===== src/rtl/fetch_sequencer_if.sv =====
// ============================================================================
// Module      : fetch_sequencer_if
// Description : Control/handshake bundle between decoder, fetch sequencer and
//               instruction memory.
// Revision    : 1.0 - initial release
// ============================================================================
`default_nettype none

interface fetch_sequencer_if #(
  parameter int PC_W = 10
);
  logic            start;
  logic            halt_req;
  logic            branch_req;
  logic            branch_taken;
  logic [PC_W-1:0] branch_target;
  logic            mem_read;
  logic            mem_write;

  logic [PC_W-1:0] pc;
  logic            commit;
  logic            stall;
  logic            busy;
  logic            done;
  logic            overflow;
  logic [15:0]     instr_retired;
  logic [15:0]     stall_cycles;

  modport master (
    output start, halt_req, branch_req, branch_taken, branch_target,
           mem_read, mem_write,
    input  pc, commit, stall, busy, done, overflow, instr_retired, stall_cycles
  );

  modport slave (
    input  start, halt_req, branch_req, branch_taken, branch_target,
           mem_read, mem_write,
    output pc, commit, stall, busy, done, overflow, instr_retired, stall_cycles
  );
endinterface

`default_nettype wire


===== src/rtl/fetch_sequencer.sv =====
// ============================================================================
// Module      : fetch_sequencer
// Description : PC owner and run/halt sequencer for the 9-bit core; issues the
//               commit strobe and stalls for multi-cycle data-memory accesses.
//               Optional macro PERF_CNT_EN builds the retire/stall counters.
// Revision    : 1.0 - initial release
// ============================================================================
`default_nettype none

module fetch_sequencer #(
  parameter int PC_W       = 10,
  parameter int MEM_LAT    = 2,
  parameter int START_ADDR = 0
) (
  input  wire logic          clk,
  input  wire logic          reset,
  fetch_sequencer_if.slave   bus
);

  typedef enum logic [1:0] {
    S_IDLE    = 2'd0,
    S_RUN     = 2'd1,
    S_MEMWAIT = 2'd2,
    S_DONE    = 2'd3
  } state_t;

  localparam logic [PC_W-1:0] c_start  = PC_W'(START_ADDR);
  localparam logic [PC_W-1:0] c_pc_max = '1;
  localparam logic [2:0]      c_lat_m1 = (MEM_LAT > 0) ? 3'(MEM_LAT - 1) : 3'd0;

  state_t          r_state;
  logic [PC_W-1:0] r_pc;
  logic [2:0]      r_cnt;
  logic            r_overflow;

  state_t          w_state_nxt;
  logic [PC_W-1:0] w_pc_nxt;
  logic [2:0]      w_cnt_nxt;
  logic            w_overflow_nxt;
  logic            w_commit_raw;
  logic            w_stall_raw;
  logic            w_advance;
  logic            w_commit;
  logic            w_stall;

  always_ff @(posedge clk) begin
    if (reset) begin
      r_state    <= S_IDLE;
      r_pc       <= c_start;
      r_cnt      <= 3'd0;
      r_overflow <= 1'b0;
    end else begin
      r_state    <= w_state_nxt;
      r_pc       <= w_pc_nxt;
      r_cnt      <= w_cnt_nxt;
      r_overflow <= w_overflow_nxt;
    end
  end

  always_comb begin
    w_state_nxt    = r_state;
    w_pc_nxt       = r_pc;
    w_cnt_nxt      = r_cnt;
    w_overflow_nxt = r_overflow;
    w_commit_raw   = 1'b0;
    w_stall_raw    = 1'b0;
    w_advance      = 1'b0;

    case (r_state)
      S_IDLE, S_DONE: begin
        if (bus.start) begin
          w_state_nxt    = S_RUN;
          w_pc_nxt       = c_start;
          w_overflow_nxt = 1'b0;
        end
      end
      S_RUN: begin
        if (bus.halt_req) begin
          w_commit_raw = 1'b1;
          w_state_nxt  = S_DONE;
        end else if (bus.branch_req) begin
          w_commit_raw = 1'b1;
          if (bus.branch_taken) begin
            w_pc_nxt = bus.branch_target;
          end else begin
            w_advance = 1'b1;
          end
        end else if ((bus.mem_read || bus.mem_write) && (MEM_LAT > 0)) begin
          w_stall_raw = 1'b1;
          w_cnt_nxt   = c_lat_m1;
          w_state_nxt = S_MEMWAIT;
        end else begin
          w_commit_raw = 1'b1;
          w_advance    = 1'b1;
        end
      end
      S_MEMWAIT: begin
        if (r_cnt != 3'd0) begin
          w_stall_raw = 1'b1;
          w_cnt_nxt   = r_cnt - 3'd1;
        end else begin
          w_commit_raw = 1'b1;
          w_advance    = 1'b1;
          w_state_nxt  = S_RUN;
        end
      end
      default: w_state_nxt = S_IDLE;
    endcase

    // Sequential advance past the last address finishes instead of wrapping.
    if (w_advance) begin
      if (r_pc == c_pc_max) begin
        w_state_nxt    = S_DONE;
        w_overflow_nxt = 1'b1;
      end else begin
        w_pc_nxt = r_pc + 1'b1;
      end
    end
  end

  assign w_commit = w_commit_raw & ~reset;
  assign w_stall  = w_stall_raw & ~reset;

  assign bus.pc       = r_pc;
  assign bus.commit   = w_commit;
  assign bus.stall    = w_stall;
  assign bus.busy     = (r_state == S_RUN) || (r_state == S_MEMWAIT);
  assign bus.done     = (r_state == S_DONE);
  assign bus.overflow = r_overflow;

`ifdef PERF_CNT_EN
  logic        w_start_acc;
  logic [15:0] r_instr_retired;
  logic [15:0] r_stall_cycles;

  assign w_start_acc = bus.start && ((r_state == S_IDLE) || (r_state == S_DONE));

  always_ff @(posedge clk) begin
    if (reset || w_start_acc) begin
      r_instr_retired <= 16'd0;
      r_stall_cycles  <= 16'd0;
    end else begin
      if (w_commit && (r_instr_retired != 16'hFFFF)) begin
        r_instr_retired <= r_instr_retired + 16'd1;
      end
      if (w_stall && (r_stall_cycles != 16'hFFFF)) begin
        r_stall_cycles <= r_stall_cycles + 16'd1;
      end
    end
  end

  assign bus.instr_retired = r_instr_retired;
  assign bus.stall_cycles  = r_stall_cycles;
`else
  assign bus.instr_retired = 16'd0;
  assign bus.stall_cycles  = 16'd0;
`endif

endmodule

`default_nettype wire

===== src/flat_wrapper.sv =====
// flat-port wrapper written by rule: the top's interface ports become plain ports
module fetch_sequencer_flat 
#(
  parameter int PC_W       = 10,
  parameter int MEM_LAT    = 2,
  parameter int START_ADDR = 0
)
  (clk, reset, bus_start, bus_halt_req, bus_branch_req, bus_branch_taken, bus_branch_target, bus_mem_read, bus_mem_write, bus_pc, bus_commit, bus_stall, bus_busy, bus_done, bus_overflow, bus_instr_retired, bus_stall_cycles);
  fetch_sequencer_if #(.PC_W(PC_W)) bus_i ();
  input  wire logic clk;
  input  wire logic reset;
  input wire logic [$bits(bus_i.start)-1:0] bus_start;
  input wire logic [$bits(bus_i.halt_req)-1:0] bus_halt_req;
  input wire logic [$bits(bus_i.branch_req)-1:0] bus_branch_req;
  input wire logic [$bits(bus_i.branch_taken)-1:0] bus_branch_taken;
  input wire logic [$bits(bus_i.branch_target)-1:0] bus_branch_target;
  input wire logic [$bits(bus_i.mem_read)-1:0] bus_mem_read;
  input wire logic [$bits(bus_i.mem_write)-1:0] bus_mem_write;
  output wire logic [$bits(bus_i.pc)-1:0] bus_pc;
  output wire logic [$bits(bus_i.commit)-1:0] bus_commit;
  output wire logic [$bits(bus_i.stall)-1:0] bus_stall;
  output wire logic [$bits(bus_i.busy)-1:0] bus_busy;
  output wire logic [$bits(bus_i.done)-1:0] bus_done;
  output wire logic [$bits(bus_i.overflow)-1:0] bus_overflow;
  output wire logic [$bits(bus_i.instr_retired)-1:0] bus_instr_retired;
  output wire logic [$bits(bus_i.stall_cycles)-1:0] bus_stall_cycles;
  assign bus_i.start = bus_start;
  assign bus_i.halt_req = bus_halt_req;
  assign bus_i.branch_req = bus_branch_req;
  assign bus_i.branch_taken = bus_branch_taken;
  assign bus_i.branch_target = bus_branch_target;
  assign bus_i.mem_read = bus_mem_read;
  assign bus_i.mem_write = bus_mem_write;
  assign bus_pc = bus_i.pc;
  assign bus_commit = bus_i.commit;
  assign bus_stall = bus_i.stall;
  assign bus_busy = bus_i.busy;
  assign bus_done = bus_i.done;
  assign bus_overflow = bus_i.overflow;
  assign bus_instr_retired = bus_i.instr_retired;
  assign bus_stall_cycles = bus_i.stall_cycles;
  fetch_sequencer #(.PC_W(PC_W), .MEM_LAT(MEM_LAT), .START_ADDR(START_ADDR)) u_core (.clk(clk), .reset(reset), .bus(bus_i));
endmodule

===== config.mk =====
export PLATFORM = sky130hd
export DESIGN_NAME = fetch_sequencer_flat
export DESIGN_NICKNAME = d
export VERILOG_FILES = /design/src/rtl/fetch_sequencer_if.sv /design/src/rtl/fetch_sequencer.sv /design/src/flat_wrapper.sv
export SDC_FILE = /design/constraint.sdc
export NUM_CORES = 1
export LEC_CHECK = 0
export CELL_PAD_IN_SITES_DETAIL_PLACEMENT = 1
export CELL_PAD_IN_SITES_GLOBAL_PLACEMENT = 2
export CORE_ASPECT_RATIO = 1.25
export CORE_UTILIZATION = 23
export CTS_CLUSTER_DIAMETER = 100
export CTS_CLUSTER_SIZE = 25
export DETAILED_ROUTE_END_ITERATION = 12
export PLACE_DENSITY = 0.86
export SYNTH_ARGS = -nofsm -noshare
export SYNTH_HDL_FRONTEND = slang
export SYNTH_SLANG_ARGS = --single-unit

===== constraint.sdc =====
create_clock -name clk -period 5.7 [get_ports clk]
set_clock_uncertainty 0.2 [all_clocks]
set_input_delay 1.425 -clock clk [delete_from_list [all_inputs] [get_ports clk]]
set_output_delay 1.425 -clock clk [all_outputs]
set_load 0.05 [all_outputs]

==> results.md, run 1 <==
* Status: finished, final reports clean
* Placer's final routability congestion estimate at 0.763
* Register area share after synthesis at 24.5%
* Max cap viols at 0
* Initial Util at 24.0%
* CP bufs+invs at 2
* Final setup viols at 0
* Routed wire length at 3460 microns
* Post-CTS sizing at 0
* Worst Tran Pin Value at 0.576 ns
* Top FF cell, synth: dfxtp_1
* CTS tree: yes
* Cells along the critical path: clkdlybuf4s50_1 -> nand2b_1 -> or3_1 -> a211oi_1 -> clkdlybuf4s50_1
* Async S/R FF share, synth at 0%
* Hold Crit Class: reg -> reg
* Setup TNS at 0 ns
* # diodes at 0
* Worst hold margin at 0.258 ns
* Antenna violations before repair at 0
* R2R Path Start: u_core.r_state[0]
* Worst Path Arrival at 3.57 ns
* Boundary Pins at 65
* Worst hold stages at 2
* FP Rows at 30
* Largest net degree at the start of global routing at 17
* Worst skew pair latency at 0.25 ns
* Post-route DRC at 0
* Rel. slew slack at 61.3%
* Leakage power at 0.627 nW
* Fmax at 193 MHz
* Routed via count at 1243
* Total grt overflow at 0
* Final Slew Violations at 0
* R2R depth at 7
* Warnings from Yosys at 0
* Reg2reg setup slack at 3.21 ns
* DR WL/cell at 13.0 microns
* Post-CTS setup buffers at 0
* Avg Cell Area, Syn at 7.74 sq um
* Post-CTS Hold Buffers at 0
* VDD IR max at 0.0725 mV
* Max FO, Critical Path at 6
* Synth Cell Area at 1310 sq um
* Hpwl dp at 2660 microns
* Critical Path Max Stage Delay at 0.84 ns
* H-tree depth at 1
* Clock buffer count from CTS at 3
* Count of cell types in the netlist at 45
* Number of flops mapped to enable cells by yosys at 0
* WP depth at 5
* PD cells at 240 nW/um^2
* Starting DRT DRC Count at 29
* Fill cells at 659
* Global-route wire length before repair at 5860 microns
* Unrepaired setup endpoints after global routing: false
* Die height at 86.3 microns
* Clk buf depth at 2
* Final #Nets at 226
* Reg-to-reg endpoint: u_core.bus.pc[3]
* Clock root cell: clkbuf_8
* Via density at 4.69
* Drt pass-1 iters at 2
* Total GRT Usage at 12.1%
* Final Hold Viols at 0
* Critical-path top delay cell: clkdlybuf4s50_1
* Clock slew at reported path FFs at 0.06 ns
* Post-route ant nets at 0
* Tcrit/Tclk final at 91.1%
* Final Critical Period at 5.19 ns
* Die area at 6000 sq um
* Startpoint type of the worst setup path: primary input
* Vias in the first global route at 1219
* Crit path to: bus_stall
* Share of cells above drive strength 1 at 3.48%
* Most used cell, CP: clkdlybuf4s50_1
* Syn-to-layout area delta at 25.0%
* Setup crit end kind: primary output
* Hold Path Origin: u_core.bus.overflow
* Crit path required time at 4.07 ns
* Buffers on Ports at 32
* Critical path type: in -> out
* Cells after Synth at 169
* CORE AREA at 5440 sq um
* Worst Setup SP: bus_halt_req
* Delay-heaviest family, CP: buffers and inverters
* Clock sinks at 16
* Die width at 69.5 microns
* FF+latch count, synth at 16
[cell usage in the layout (no fill, tap or decap), drive strengths merged, types with 3 or more instances in the layout]
master | netlist | layout
conb | 1 | 32
clkdlybuf4s50 | 0 | 32
nand2 | 19 | 19
dfxtp | 16 | 16
nor2 | 13 | 13
ha | 6 | 6
nor3 | 6 | 6
inv | 5 | 5
nand3 | 5 | 5
a21oi | 5 | 5
a22oi | 5 | 5
a211oi | 4 | 4
a31oi | 4 | 4
clkbuf | 3 | 4
nand2b | 3 | 3
nand4 | 3 | 3
nor2b | 3 | 3
a221oi | 3 | 3
o21ai | 3 | 3
[tightest hold or removal path: stages, from the launching register on]
cell	delay (ns)
dfxtp_1	0.31
nand2_1	0.05
a21oi_1	0.05
[metrics by stage]
step / total power, mW / setup slack (ns) / cells / utilization [%] / area, sq um
finish: 0.393 / 0.507 / 265 / 30.0 / 1640
global route: 0.416 / 0.413 / 265 / 30.0 / 1640
CTS: 0.398 / 0.500 / 265 / 30.0 / 1640
detailed placement: 0.294 / 0.504 / 261 / 29.0 / 1580
global placement: 0.294 / 0.551 / 261 / 29.0 / 1580
floorplan: 0.270 / 0.955 / 200 / - / 1430
[state kept, by name, summed over array words and instances (netlist names)]
signal,cells
u_core.r_state,2
u_core.r_cnt,3
u_core.bus.pc,10
u_core.bus.overflow,1
[worst min path at each step]
stage                                to  slack, ns
floorplan               u_core.r_cnt[1]       0.26
global placement    u_core.bus.overflow       0.25
detailed placement  u_core.bus.overflow       0.25
CTS                 u_core.bus.overflow       0.26
global route        u_core.bus.overflow       0.28
finish              u_core.bus.overflow       0.26
[cell type report]
cell class	instances	area (sq um)	share of cell area, %
multi-input cells	142	826	50.5
repair buffers	34	335	20.5
well taps	64	80.1	4.90
clock buffers	4	55.1	3.37
flip-flops and latches	16	320	19.6
inverters	5	18.8	1.15
[cells by family after synthesis]
family                   after synthesis  share of synthesized area (%)
AND/OR/NAND/NOR                       61                           23.6
other                                  1                          0.287
XOR/XNOR                               3                           2.01
flip-flops                            16                           24.5
multiplexers                           1                          0.765
adder cells (fa/ha/maj)                6                           5.74
AO/OA/AOI/OAI                         39                           21.8
buffers and inverters                 42                           21.3
[Yosys cell counts (4+ instances only)]
master    instances  area share (%)
buf_4            32              18
nand2_1          19             5.4
dfxtp_1          16              24
nor2_1           13             3.7
ha_1              6             5.7
a21oi_1           5             1.9
a22oi_1           5             2.9
inv_1             5             1.4
nand3_1           5             1.9
nor3_1            5             1.9
a211oi_1          4             2.3
a31oi_1           4             1.9
[power breakdown]
part	leakage, nW	internal [mW]	switching (mW)
Combinational	0.468	0.0482	0.116
Sequential	0.130	0.119	0.00844
Clock	0.0288	0.0613	0.0398
Total	0.627	0.229	0.164
[metal layers]
| layer | global-route usage, % | vias to the layer above | part of all wire, % |
|---|---|---|---|
| li1 | - | 605 | - |
| met1 | 14.0 | 591 | 43 |
| met2 | 22.3 | 42 | 50 |
| met3 | 2.44 | 5 | 5.7 |
| met4 | 3.34 | 0 | 1.2 |
| met5 | 0 | - | 0 |
Note: power is estimated with default switching activity, not from simulation.
==> inputs of run 2 (changes only) <==
==> constraint.sdc (replaced) <==
create_clock -name clk -period 5.7 [get_ports clk]
set_clock_uncertainty 0.2 [all_clocks]
set_input_delay 0.855 -clock clk [delete_from_list [all_inputs] [get_ports clk]]
set_output_delay 0.855 -clock clk [all_outputs]
set_load 0.05 [all_outputs]
==> run 2 against run 1 <==
Compared with the run above:
- combinational power barely moved
- via count fell by 2.3%
- sequential share of layout area rose by 0.090 points
- register-to-register slack barely moved
- first-iteration DRC count rose by 66%
- clock power barely moved
- core utilization fell by 0.14 points
- final area fell by 0.46%
- hold slack improved by 0.012 ns
- non-clock buffer count fell by 1
- sequential power barely moved
- critical endpoint unchanged
- largest cell class unchanged
==> results.md, run 2 (synthesized netlist as in run 1, its figures left out) <==
* Tcrit/Tclk final at 70.6% (-21 points)
* FP Rows at 30 (unchanged)
* Vias in the first global route at 1236 (+1.4%)
* Status: finished, final reports clean
* Antenna violations before repair at 0 (unchanged)
* PD cells at 242 nW/um^2 (+0.90%)
* Clock sinks at 16 (unchanged)
* Final #Nets at 225 (-0.44%)
* Clock root cell: clkbuf_8
* Routed wire length at 3370 microns (-2.5%)
* Clock network power share at 26.2% (+0.5 points)
* Area of the multi-input gates at 826 sq um (unchanged)
* Die area at 6000 sq um (unchanged)
* Boundary Pins at 65 (unchanged)
* Die width at 69.5 microns (unchanged)
* R2R depth at 7 (unchanged)
* Worst Path Arrival at 2.97 ns (-0.60 ns)
* Worst Setup SP: bus_halt_req
* Reg-to-reg endpoint: u_core.bus.pc[3]
* Rel. slew slack at 54.5% (-6.8 points)
* Fmax at 249 MHz (+29%)
* DP Area at 1570 sq um (-0.48%)
* FF+latch area at 320 sq um (unchanged)
* Post-CTS Hold Buffers at 0 (unchanged)
* Startpoint type of the worst setup path: primary input
* Switch Pwr at 0.166 mW (+1.3%)
* Critical path type: in -> out
* Total chip power at 0.395 mW (+0.43%)
* Worst Tran Pin Value at 0.680 ns (+0.104 ns)
* Max FO, Critical Path at 6 (unchanged)
* Final setup viols at 0 (unchanged)
* Cells along the critical path: clkdlybuf4s50_1 -> nand2b_1 -> or3_1 -> a211oi_1 -> clkdlybuf4s50_1
* Max cap viols at 0 (unchanged)
* VDD IR max at 0.0837 mV (+15%)
* Unrepaired setup endpoints after global routing: false
* Setup crit end kind: primary output
* Reg2reg setup slack at 3.20 ns (about the same)
* # diodes at 0 (unchanged)
* Fill cells at 672 (+2.0%)
* Hpwl dp at 2580 microns (-3.1%)
* Hold Crit Class: reg -> reg
* Clock slew at reported path FFs at 0.07 ns (about the same)
* Buffers on Ports at 32 (unchanged)
* Commonest non-fill, non-tap cells in the layout: conb_1, clkdlybuf4s50_1, nand2_1, dfxtp_1, nor2_1
* Worst skew pair latency at 0.26 ns (about the same)
* Routed via count at 1214 (-2.3%)
* Initial Util at 24.0% (unchanged)
* Crit path to: bus_stall
* Post-route ant nets at 0 (unchanged)
* Leakage power at 0.622 nW (-0.77%)
* Largest net degree at the start of global routing at 19 (+2)
* R2R Path Start: u_core.r_state[0]
* Critical Path Max Stage Delay at 0.85 ns (about the same)
* Pint at 0.228 mW (-0.18%)
* Setup TNS at 0 ns (unchanged)
* DR WL/cell at 12.8 microns (-2.1%)
* Via density at 4.60 (-2.0%)
* Post-route DRC at 0 (unchanged)
* Most used cell, CP: clkdlybuf4s50_1
* Final Critical Period at 4.02 ns (-1.17 ns)
* Largest register FFs at 10 (unchanged)
* Die height at 86.3 microns (unchanged)
* Layout Cell Area excl Fill at 1630 sq um (-0.46%)
* CTS tree: yes
* Placer's final routability congestion estimate at 0.739 (-3.1%)
* Post-CTS sizing at 0 (unchanged)
* Final Slew Violations at 0 (unchanged)
* CORE AREA at 5440 sq um (unchanged)
* Clock buffer count from CTS at 3 (unchanged)
* Total GRT Usage at 11.6% (-0.41 points)
* Share of cells above drive strength 1 at 3.00% (-0.48 points)
* H-tree depth at 1 (unchanged)
* Sequential Power Share at 32.3% (-0.2 points)
* Global-route wire length before repair at 5640 microns (-3.7%)
* Sw frac at 42.2% (+0.36 points)
* Comb pwr share at 41.5% (-0.3 points)
* Worst hold margin at 0.270 ns (+0.0119 ns)
* Final Hold Viols at 0 (unchanged)
* Crit path required time at 4.64 ns (+0.57 ns)
* Total grt overflow at 0 (unchanged)
* Critical-path top delay cell: clkdlybuf4s50_1
* Clk buf depth at 2 (unchanged)
* Starting DRT DRC Count at 48 (+66%)
* Post-CTS setup buffers at 0 (unchanged)
* Drt pass-1 iters at 4 (+2)
* Syn-to-layout area delta at 24.4%
-- run 2: changes by cell type in the layout (fill, tap and decap cells not counted) --
cell	previous run	this run
buf_4	2	1
-- run 2: layer usage --
metal / up-vias / GRT usage, % / part of all wire (%)
li1: 601 / - / -
met3: 7 / 1.98 / 5.5
met2: 48 / 21.7 / 50
met1: 558 / 13.2 / 43
met4: 0 / 4.45 / 1.7
met5: - / 0 / 0
-- run 2: final cells by class --
| type | count | share of cell area [%] |
|---|---|---|
| inverter | 5 | 1.15 |
| sequential | 16 | 19.7 |
| timing repair buffer | 33 | 20.1 |
| multi-input combinational | 142 | 50.7 |
| tap | 64 | 4.92 |
| clock buffer | 4 | 3.38 |
-- run 2: power by group through the flow --
stage                     Sequential, mW  Clock [mW]  Combinational (mW)
final                              0.127       0.103               0.164
after global routing               0.128       0.112               0.175
after CTS                          0.127       0.106               0.165
after detailed placement           0.130           0               0.164
after global placement             0.130           0               0.163
after floorplan                    0.134           0               0.136
-- run 2: worst min path at each step --
| stage | startpoint | to | slack, ns | cells after the start |
|---|---|---|---|---|
| floorplan | u_core.r_cnt[1] | u_core.r_cnt[1] | 0.26 | 2 |
| global placement | u_core.bus.overflow | u_core.bus.overflow | 0.26 | 2 |
| detailed placement | u_core.bus.overflow | u_core.bus.overflow | 0.27 | 2 |
| CTS | u_core.bus.overflow | u_core.bus.overflow | 0.27 | 2 |
| global route | u_core.bus.overflow | u_core.bus.overflow | 0.32 | 2 |
| finish | u_core.bus.overflow | u_core.bus.overflow | 0.27 | 2 |
-- run 2: worst max-delay path, delay by kind of cell --
family	cells	cell delay [ns]
buffers and inverters	2	1.33
and+or+nand+nor	2	0.54
AOI/OAI and AO/OA	1	0.24
-- run 2: metrics by stage --
step,instances,worst slack (ns),util [%]
floorplan,200,2.10,-
finish,264,1.68,29.9
CTS,264,1.66,29.9
global placement,260,1.68,28.9
detailed placement,260,1.67,28.9
global route,264,1.60,29.9
